--- config.mk ---
export PLATFORM = sky130hd
export DESIGN_NAME = operand_entry_ctrl
export DESIGN_NICKNAME = d
export VERILOG_FILES = /design/src/rtl/operand_entry_ctrl.sv
export SDC_FILE = /design/constraint.sdc
export NUM_CORES = 1
export LEC_CHECK = 0
export CAP_MARGIN = 30
export CORE_MARGIN = 2
export CORE_UTILIZATION = 40
export CTS_BUF_LIST = sky130_fd_sc_hd__clkbuf_2
export CTS_CLUSTER_DIAMETER = 200
export DETAILED_ROUTE_END_ITERATION = 10
export PLACE_DENSITY = 0.6
export SYNTH_ARGS = -nofsm -noshare
export SYNTH_HDL_FRONTEND = slang
export SYNTH_SLANG_ARGS = --single-unit
--- constraint.sdc ---
create_clock -name clk -period 5.7 [get_ports clk]
set_clock_uncertainty 0.1 [all_clocks]
set_input_delay 0.855 -clock clk [delete_from_list [all_inputs] [get_ports clk]]
set_output_delay 0.855 -clock clk [all_outputs]
set_load 0.05 [all_outputs]
--- src/rtl/operand_entry_ctrl.sv ---
// Operand-entry controller: synchronizes the board switches, debounces the
// clear / step-A / step-B channels with auto-repeat, and holds the two
// operands, which wrap modulo NUM_MAX+1.
module operand_entry_ctrl #(
    parameter int unsigned DEBOUNCE_CYCLES = 4,
    parameter int unsigned REPEAT_DELAY    = 8,
    parameter int unsigned REPEAT_RATE     = 4,
    parameter int unsigned NUM_MAX         = 9999
) (
    input  logic        clk,
    input  logic        rst_n,
    input  logic [4:0]  SW,
    output logic [31:0] numA,
    output logic [31:0] numB,
    output logic        upd
);

    typedef enum logic [1:0] {
        CH_IDLE,
        CH_ARM,
        CH_HOLD,
        CH_REPEAT
    } ch_state_e;

    // Channel 0 = clear, 1 = step A, 2 = step B.
    localparam int unsigned NCH = 3;

    logic [4:0]  sync1_q;
    logic [4:0]  sync2_q;

    ch_state_e   state_q [NCH];
    ch_state_e   state_d [NCH];
    logic [31:0] cnt_q   [NCH];
    logic [31:0] cnt_d   [NCH];
    logic [NCH-1:0] fire;

    logic [31:0] numA_q, numA_d;
    logic [31:0] numB_q, numB_d;
    logic        upd_q,  upd_d;

    // Wrap-around step on a 33-bit datapath so v+10 cannot overflow.
    function automatic logic [31:0] step_val(input logic [31:0] v,
                                             input logic        down,
                                             input logic        big);
        logic [32:0] s;
        logic [32:0] lim;
        logic [32:0] v33;
        logic [32:0] t;
        s   = big ? 33'd10 : 33'd1;
        lim = 33'(NUM_MAX) + 33'd1;
        v33 = {1'b0, v};
        if (!down) begin
            t = v33 + s;
            if (t > 33'(NUM_MAX)) begin
                t = t - lim;
            end
        end else begin
            if (v33 >= s) begin
                t = v33 - s;
            end else begin
                t = v33 + lim - s;
            end
        end
        return 32'(t);
    endfunction

    // Two-flop synchronizer for all switch inputs.
    always_ff @(posedge clk) begin
        if (!rst_n) begin
            sync1_q <= '0;
            sync2_q <= '0;
        end else begin
            sync1_q <= SW;
            sync2_q <= sync1_q;
        end
    end

    // Channel state and counter registers.
    always_ff @(posedge clk) begin
        for (int unsigned i = 0; i < NCH; i++) begin
            if (!rst_n) begin
                state_q[i] <= CH_IDLE;
                cnt_q[i]   <= '0;
            end else begin
                state_q[i] <= state_d[i];
                cnt_q[i]   <= cnt_d[i];
            end
        end
    end

    // Channel next-state: debounce, first fire, delayed auto-repeat.
    // The counter restarts at 1 on each transition so that "cnt == N" fires
    // exactly N cycles after the previous event.
    always_comb begin
        fire = '0;
        for (int unsigned i = 0; i < NCH; i++) begin
            state_d[i] = state_q[i];
            cnt_d[i]   = cnt_q[i];
            if (!sync2_q[i]) begin
                state_d[i] = CH_IDLE;
                cnt_d[i]   = '0;
            end else begin
                case (state_q[i])
                    CH_IDLE: begin
                        state_d[i] = CH_ARM;
                        cnt_d[i]   = 32'd1;
                    end
                    CH_ARM: begin
                        if (cnt_q[i] == DEBOUNCE_CYCLES) begin
                            fire[i]    = 1'b1;
                            state_d[i] = CH_HOLD;
                            cnt_d[i]   = 32'd1;
                        end else begin
                            cnt_d[i] = cnt_q[i] + 32'd1;
                        end
                    end
                    CH_HOLD: begin
                        // Clear never repeats: it parks here until release.
                        if (i != 32'd0) begin
                            if (cnt_q[i] == REPEAT_DELAY) begin
                                fire[i]    = 1'b1;
                                state_d[i] = CH_REPEAT;
                                cnt_d[i]   = 32'd1;
                            end else begin
                                cnt_d[i] = cnt_q[i] + 32'd1;
                            end
                        end
                    end
                    CH_REPEAT: begin
                        if (cnt_q[i] == REPEAT_RATE) begin
                            fire[i] = 1'b1;
                            cnt_d[i] = 32'd1;
                        end else begin
                            cnt_d[i] = cnt_q[i] + 32'd1;
                        end
                    end
                    default: begin
                        state_d[i] = CH_IDLE;
                        cnt_d[i]   = '0;
                    end
                endcase
            end
        end
    end

    // Operand update: clear wins over any same-cycle step.
    always_comb begin
        numA_d = numA_q;
        numB_d = numB_q;
        upd_d  = 1'b0;
        if (fire[0]) begin
            numA_d = '0;
            numB_d = '0;
            upd_d  = 1'b1;
        end else begin
            if (fire[1]) begin
                numA_d = step_val(numA_q, sync2_q[3], sync2_q[4]);
                upd_d  = 1'b1;
            end
            if (fire[2]) begin
                numB_d = step_val(numB_q, sync2_q[3], sync2_q[4]);
                upd_d  = 1'b1;
            end
        end
    end

    // Operand and update-pulse registers.
    always_ff @(posedge clk) begin
        if (!rst_n) begin
            numA_q <= '0;
            numB_q <= '0;
            upd_q  <= 1'b0;
        end else begin
            numA_q <= numA_d;
            numB_q <= numB_d;
            upd_q  <= upd_d;
        end
    end

    assign numA = numA_q;
    assign numB = numB_q;
    assign upd  = upd_q;

endmodule

==> results.ini, run 1 <==
[floorplan]
core.rowCount = 75
initial_core_util = 0.4070
die-area_sq_mm = 0.04455
fp.coreArea_sq_mm = 0.04213
top_level_ports = 72
fp.dieW_microns = 211.1
die_y_microns = 211.1

[clock_network]
holdBufCountCts = 0
clkTransAtPathRegs_ns = 0.31
cts_inserted_buffers = 17
tritoncts = done
postCtsSetupBuffers = 0
clockBufferDepth = 2
clock-sinks = 177
clk_latency_ns = 0.92
htreeDepth = 4
cts_root_buffer = clkbuf_2
cts.repair.resized = 0

[routing]
drt-wirelength-per-cell_microns = 18.31
wirelength_mm = 52.35
vias_per_cell = 5.841
num_vias = 16700
route.detailed.drc = 0
drt_iter0_drc = 1386
final_antenna_net_count = 0
dr.pass1.iters = 5

[critical_path]
worstPathMaxFanout = 12
critPathLaunchType = flip-flop
crit_type = flip-flop to flip-flop
arrival_ns = 5.69
required_ns = 6.44
cp-end-kind = flip-flop

[outcome]
status = finished clean

[sta]
relSlewSlack = 0.2935
post-route-period-util = 0.8690
fin_tns_setup_ns = 0
finalSetupViolations = 0
hold_violations = 0
grt_setup_unrepaired = no
clock.fmax_mhz = 201.9
fin_crit_ns = 4.954
finalMaxSlewViolations = 0
worst_pin_slew_ns = 1.046

[synthesis]
synth.distinct_cells = 102
synth-seq-cells = 177
syn_area_per_cell_sq_um = 7.525
synth_edf_count = 0
postSynthCellCount = 2279
synth.top_cell.area_share = 0.2066
yosysMostFrequentCell = nor2_1
syn_nets = 2470
synthesis.area_sq_mm = 0.01715
synth_flop_cell = dfxtp_1
async_reset_ff_frac = 0
yosys-top-cells-count = 288 x nor2_1, 177 x dfxtp_1, 176 x ha_1, 176 x nand2_1, 156 x xnor2_1
yosys_warnings = 0
seq_area_frac_synth = 0.2066
synthTopCellsByArea = dfxtp_1 21%, ha_1 13%, xnor2_1 8.0%
synth_area_leader_cell = dfxtp_1

[global_route]
grt_use_total = 0.2314
grt_max_degree = 42
gr-total-overflow = 0
antenna_found_initial = 1
grt_pass1_vias = 15840
grt_pass1_wl_mm = 83.36

[place]
gp_congestion = 0.9321
place_area_sq_mm = 0.01841
numPortBuffers = 71
dp_hpwl_mm = 38.44

[min_path]
hp-class = flip-flop to flip-flop

[power]
ir_drop_mv = 0.09292
power_density_mw_per_mm2 = 114.9
p_leak_nw = 7.189

[final_layout]
fillers = 4241
syn_to_final_growth_pct = 8.835
fin_area_sq_mm = 0.01867
finalNetCount = 2497
drive_above_1_share = 0.05563

[run]
maxCapViolCount = 0

## metrics by stage
stage / std cells / setup WS [ns] / hold slack, ns / util / total power [mW]
global route: 2859 / 0.4009 / 0.2954 / 0.4430 / 2.223
detailed placement: 2826 / 0.7884 / 0.3222 / 0.4369 / 1.424
global placement: 2825 / 1.021 / 0.3176 / 0.4365 / 1.421
floorplan: 2279 / 1.148 / 0.3119 / - / 1.373
finish: 2859 / 0.7465 / 0.3558 / 0.4430 / 2.144
CTS: 2858 / 0.7791 / 0.2905 / 0.4429 / 2.169
## power breakdown
group	switching (mW)	total (mW)	internal [mW]
clock network	0.554	0.739	0.185
registers	0.00634	1.25	1.25
logic	0.100	0.151	0.0503
total	0.661	2.14	1.48
## layer usage
layer,track usage,wire [microns]
met3,0.03137,2946
met2,0.3819,23780
met5,0,0
met1,0.3121,24530
met4,0.07285,1092
## critical path, cell delays in order (launching register included)
cell	delay [ns]
dfxtp_1	0.37
inv_1	0.22
ha_1	0.41
nand2b_4	0.21
a221o_2	0.51
nor4_2	0.66
mux2i_1	0.29
or3b_4	0.44
nor4_2	0.33
nand3_1	0.47
nand4_1	0.28
xnor2_1	0.08
a221o_1	0.33
o31a_1	0.23
## sequential cells by signal, summed over array words and instances (netlist names)
signal	flops
numA	32
sync1_q	5
sync2_q	5
cnt_q	96
upd	1
numB	32
state_q	6
## final cells by class
class / instances / area, sq um / area share
diodes: 1 / 2.502 / 0.0001341
clock buffers: 18 / 90.09 / 0.004826
clock inverters: 14 / 165.2 / 0.008848
inverters: 137 / 514.2 / 0.02755
multi-input cells: 1869 / 12710 / 0.6809
flip-flops and latches: 177 / 3545 / 0.1899
well taps: 539 / 674.4 / 0.03613
repair buffers: 104 / 965.9 / 0.05175
## placed cells by master (no fill, tap or decap), drive strengths merged, types with 33 or more instances in the layout
cell / instances
nand2: 176
inv: 140
xnor2: 158
and3: 49
xor2: 73
nand4: 45
dfxtp: 177
nor2: 289
nor3: 63
o21ai: 118
a21oi: 132
nand3: 87
buf: 33
nor4: 35
ha: 176
clkdlybuf4s50: 71
## kinds of logic after synthesis
| kind of cell | synth area share |
|---|---|
| flip-flops | 0.2066 |
| AO/OA/AOI/OAI | 0.1992 |
| multiplexers | 0.01226 |
| buffers and inverters | 0.05362 |
| XOR/XNOR | 0.1188 |
| AND/OR/NAND/NOR | 0.2718 |
| adder cells (fa/ha/maj) | 0.1377 |
## path summary, 6_finish.rpt
| check | to | cells past startpoint | slack, ns | start |
|---|---|---|---|---|
| setup / recovery | numB[31]$_SDFFE_PP0P_ | 13 | 0.75 | sync2_q[4]$_SDFF_PN0_ |
| hold / removal | sync2_q[0]$_SDFF_PN0_ | 1 | 0.36 | sync1_q[0]$_SDFF_PN0_ |
| setup reg to reg | numB[31]$_SDFFE_PP0P_ | 13 | 0.75 | sync2_q[4]$_SDFF_PN0_ |
| hold reg to reg | sync2_q[0]$_SDFF_PN0_ | 1 | 0.36 | sync1_q[0]$_SDFF_PN0_ |
(Power assumes the default switching activity.)
==> run 2, diff against run 1 <==
--- a/config.mk
+++ b/config.mk
@@ -6,6 +6,7 @@
 export NUM_CORES = 1
 export LEC_CHECK = 0
 export CAP_MARGIN = 30
+export CORE_ASPECT_RATIO = 0.9
 export CORE_MARGIN = 2
 export CORE_UTILIZATION = 40
 export CTS_BUF_LIST = sky130_fd_sc_hd__clkbuf_2
==> run 2 against run 1 <==
Net effect:
- core utilization increased by 0.24 points
- fmax shrank 0.75%
- worst setup slack got worse by 0.038 ns
- wire length increased by 1.3%
- combinational power rose by 3%
- count of clock-buffer cells in the layout fell by 1
- non-clock buffer count stayed put
- worst hold slack better by 0.027 ns
- clock power grew 14%
- largest cell class unchanged
- largest power group unchanged
==> results.ini, run 2 (synthesis results as in run 1) <==
[global_route]
grt_pass1_vias = 15770
gr-total-overflow = 0
busiest_layer = met2
grt_use_total = 0.2322
gr-usage-met1 = 0.3168
use_met3 = 0.04084
antenna_found_initial = 1
grtUsageMet2 = 0.3729
grt_max_degree = 41
grt_pass1_wl_mm = 84.74

[final_layout]
final_cell_mix = 287 x nor2_1, 176 x ha_1, 176 x dfxtp_1, 175 x nand2_1, 156 x xnor2_1
utilization = 0.4454
register_area_sq_mm = 0.003545
fillers = 4260
largest_register_ffs = 96
finalNetCount = 2497
layout_commonest_cell = nor2_1
multiInputGateArea_sq_mm = 0.01271
top_register = cnt_q
syn_to_final_growth_pct = 9.134
drive_above_1_share = 0.05476

[sta]
hold_violations = 0
fin_tns_setup_ns = 0
fin_crit_ns = 4.991
relSlewSlack = 0.3373
grt_setup_unrepaired = no
worst_pin_slew_ns = 0.9817
finalSetupViolations = 0
post-route-period-util = 0.8756
clock.fmax_mhz = 200.4
finalMaxSlewViolations = 0

[floorplan]
die_y_microns = 200.4
initial_core_util = 0.4082
die-area_sq_mm = 0.04455
fp.coreArea_sq_mm = 0.04202
fp.dieW_microns = 222.3
core.rowCount = 71
top_level_ports = 72

[critical_path]
worstPathMaxFanout = 12
critPathLaunchType = flip-flop
crit_type = flip-flop to flip-flop
reg2reg_slack_ns = 0.71
required_ns = 6.47
r2r_end = numB[31]$_SDFFE_PP0P_
cp-end-kind = flip-flop
rr_worst_depth = 15
arrival_ns = 5.76
r2r-start = sync2_q[4]$_SDFF_PN0_

[routing]
final_antenna_net_count = 0
drt-wirelength-per-cell_microns = 18.49
dr.pass1.iters = 5
route.detailed.drc = 0
vias_per_cell = 5.884
num_vias = 16870
wirelength_mm = 53.01
drt_iter0_drc = 1614

[place]
gp_congestion = 0.9325
dp_hpwl_mm = 38.32
numPortBuffers = 71

[min_path]
hold_path_end = sync2_q[3]$_SDFF_PN0_
hp-class = flip-flop to flip-flop
hold_start = sync1_q[3]$_SDFF_PN0_
holdPathStages = 1

[clock_network]
cts_root_buffer = clkbuf_2
tritoncts = done
postCtsSetupBuffers = 0
htreeDepth = 4
clock-sinks = 177
clk_latency_ns = 0.91
clockBufferDepth = 2
clkTransAtPathRegs_ns = 0.34
cts.repair.resized = 0
cts_inserted_buffers = 17
holdBufCountCts = 0

[power]
combinationalPowerShare = 0.069
clkPwrFrac = 0.375
internal-power_mw = 1.604
power_frac_seq = 0.556
p_leak_nw = 7.220
power_density_mw_per_mm2 = 120.2
switching_share = 0.2870
ir_drop_mv = 0.1096
netSwitchingPower_uw = 645.7

[outcome]
status = finished clean

[run]
maxCapViolCount = 0

-- run 2: cell types whose count changed in the layout (fill, tap and decap cells not counted) --
cell        delta
clkinv_8       -1
buf_4          +1
clkinv_4       -1
inv_6          +3
buf_8          -1
bufinv_16      +3
clkinvlp_4     -3
clkbuf_2       -1
inv_8          -2
clkinv_1       +2
-- run 2: worst max-delay path by stage --
| stage | from | end | slack (ns) | depth (start not counted) |
|---|---|---|---|---|
| after detailed placement | sync2_q[4]$_SDFF_PN0_ | numB[31]$_SDFFE_PP0P_ | 0.78 | 15 |
| after CTS | sync2_q[4]$_SDFF_PN0_ | numB[31]$_SDFFE_PP0P_ | 0.77 | 15 |
| after floorplan | sync2_q[4]$_SDFF_PN0_ | numB[16]$_SDFFE_PP0P_ | 1.15 | 16 |
| after global routing | sync2_q[4]$_SDFF_PN0_ | numB[31]$_SDFFE_PP0P_ | 0.35 | 15 |
| after global placement | sync2_q[4]$_SDFF_PN0_ | numB[31]$_SDFFE_PP0P_ | 0.91 | 15 |
| final | sync2_q[4]$_SDFF_PN0_ | numB[31]$_SDFFE_PP0P_ | 0.71 | 15 |
-- run 2: routing by layer --
layer  part of all wire  vias to the layer above
met5                  0                        -
met4              0.025                        0
met3              0.069                       91
met2               0.44                      598
met1               0.46                     8001
li1                   -                     8180
-- run 2: critical path, cell delays in order (launching register included) --
cell and delay, ns:
dfxtp_1 0.38, buf_4 0.21, inv_1 0.19, ha_1 0.27
fa_1 0.48, and3b_1 0.30, o2111ai_1 0.29, xnor2_2 0.20
nand3_1 0.14, or4_1 0.57, o32ai_1 0.40, nand3_1 0.49
nand4_1 0.28, xnor2_1 0.09, a221o_1 0.33, o31a_1 0.23
-- run 2: metrics by stage --
step	setup slack [ns]	cells	cell area (sq um)	hold WS [ns]	total power [mW]
3_3_place_gp	0.9096	2834	18410	0.3143	1.422
4_1_cts	0.7703	2866	18710	0.3418	2.273
6_report	0.7089	2867	18720	0.3829	2.250
5_1_grt	0.3507	2867	18720	0.3141	2.332
3_5_place_dp	0.7818	2834	18410	0.3190	1.424
2_1_floorplan	1.148	2279	17150	0.3119	1.373
-- run 2: area by class of cell --
class,instances,share of cell area
Inverter,137,0.02748
Multi-Input combinational cell,1869,0.6790
Clock buffer,17,0.004546
Timing Repair Buffer,104,0.05121
Clock inverter,15,0.01170
Sequential cell,177,0.1894
Antenna cell,1,0.0001337
Tap cell,547,0.03657
-- run 2: power groups by stage --
stage | logic [mW] | registers (mW) | clock network (mW)
floorplan | 0.102 | 1.27 | 0
global placement | 0.150 | 1.27 | 0
detailed placement | 0.152 | 1.27 | 0
CTS | 0.153 | 1.25 | 0.869
global route | 0.169 | 1.25 | 0.910
finish | 0.155 | 1.25 | 0.844
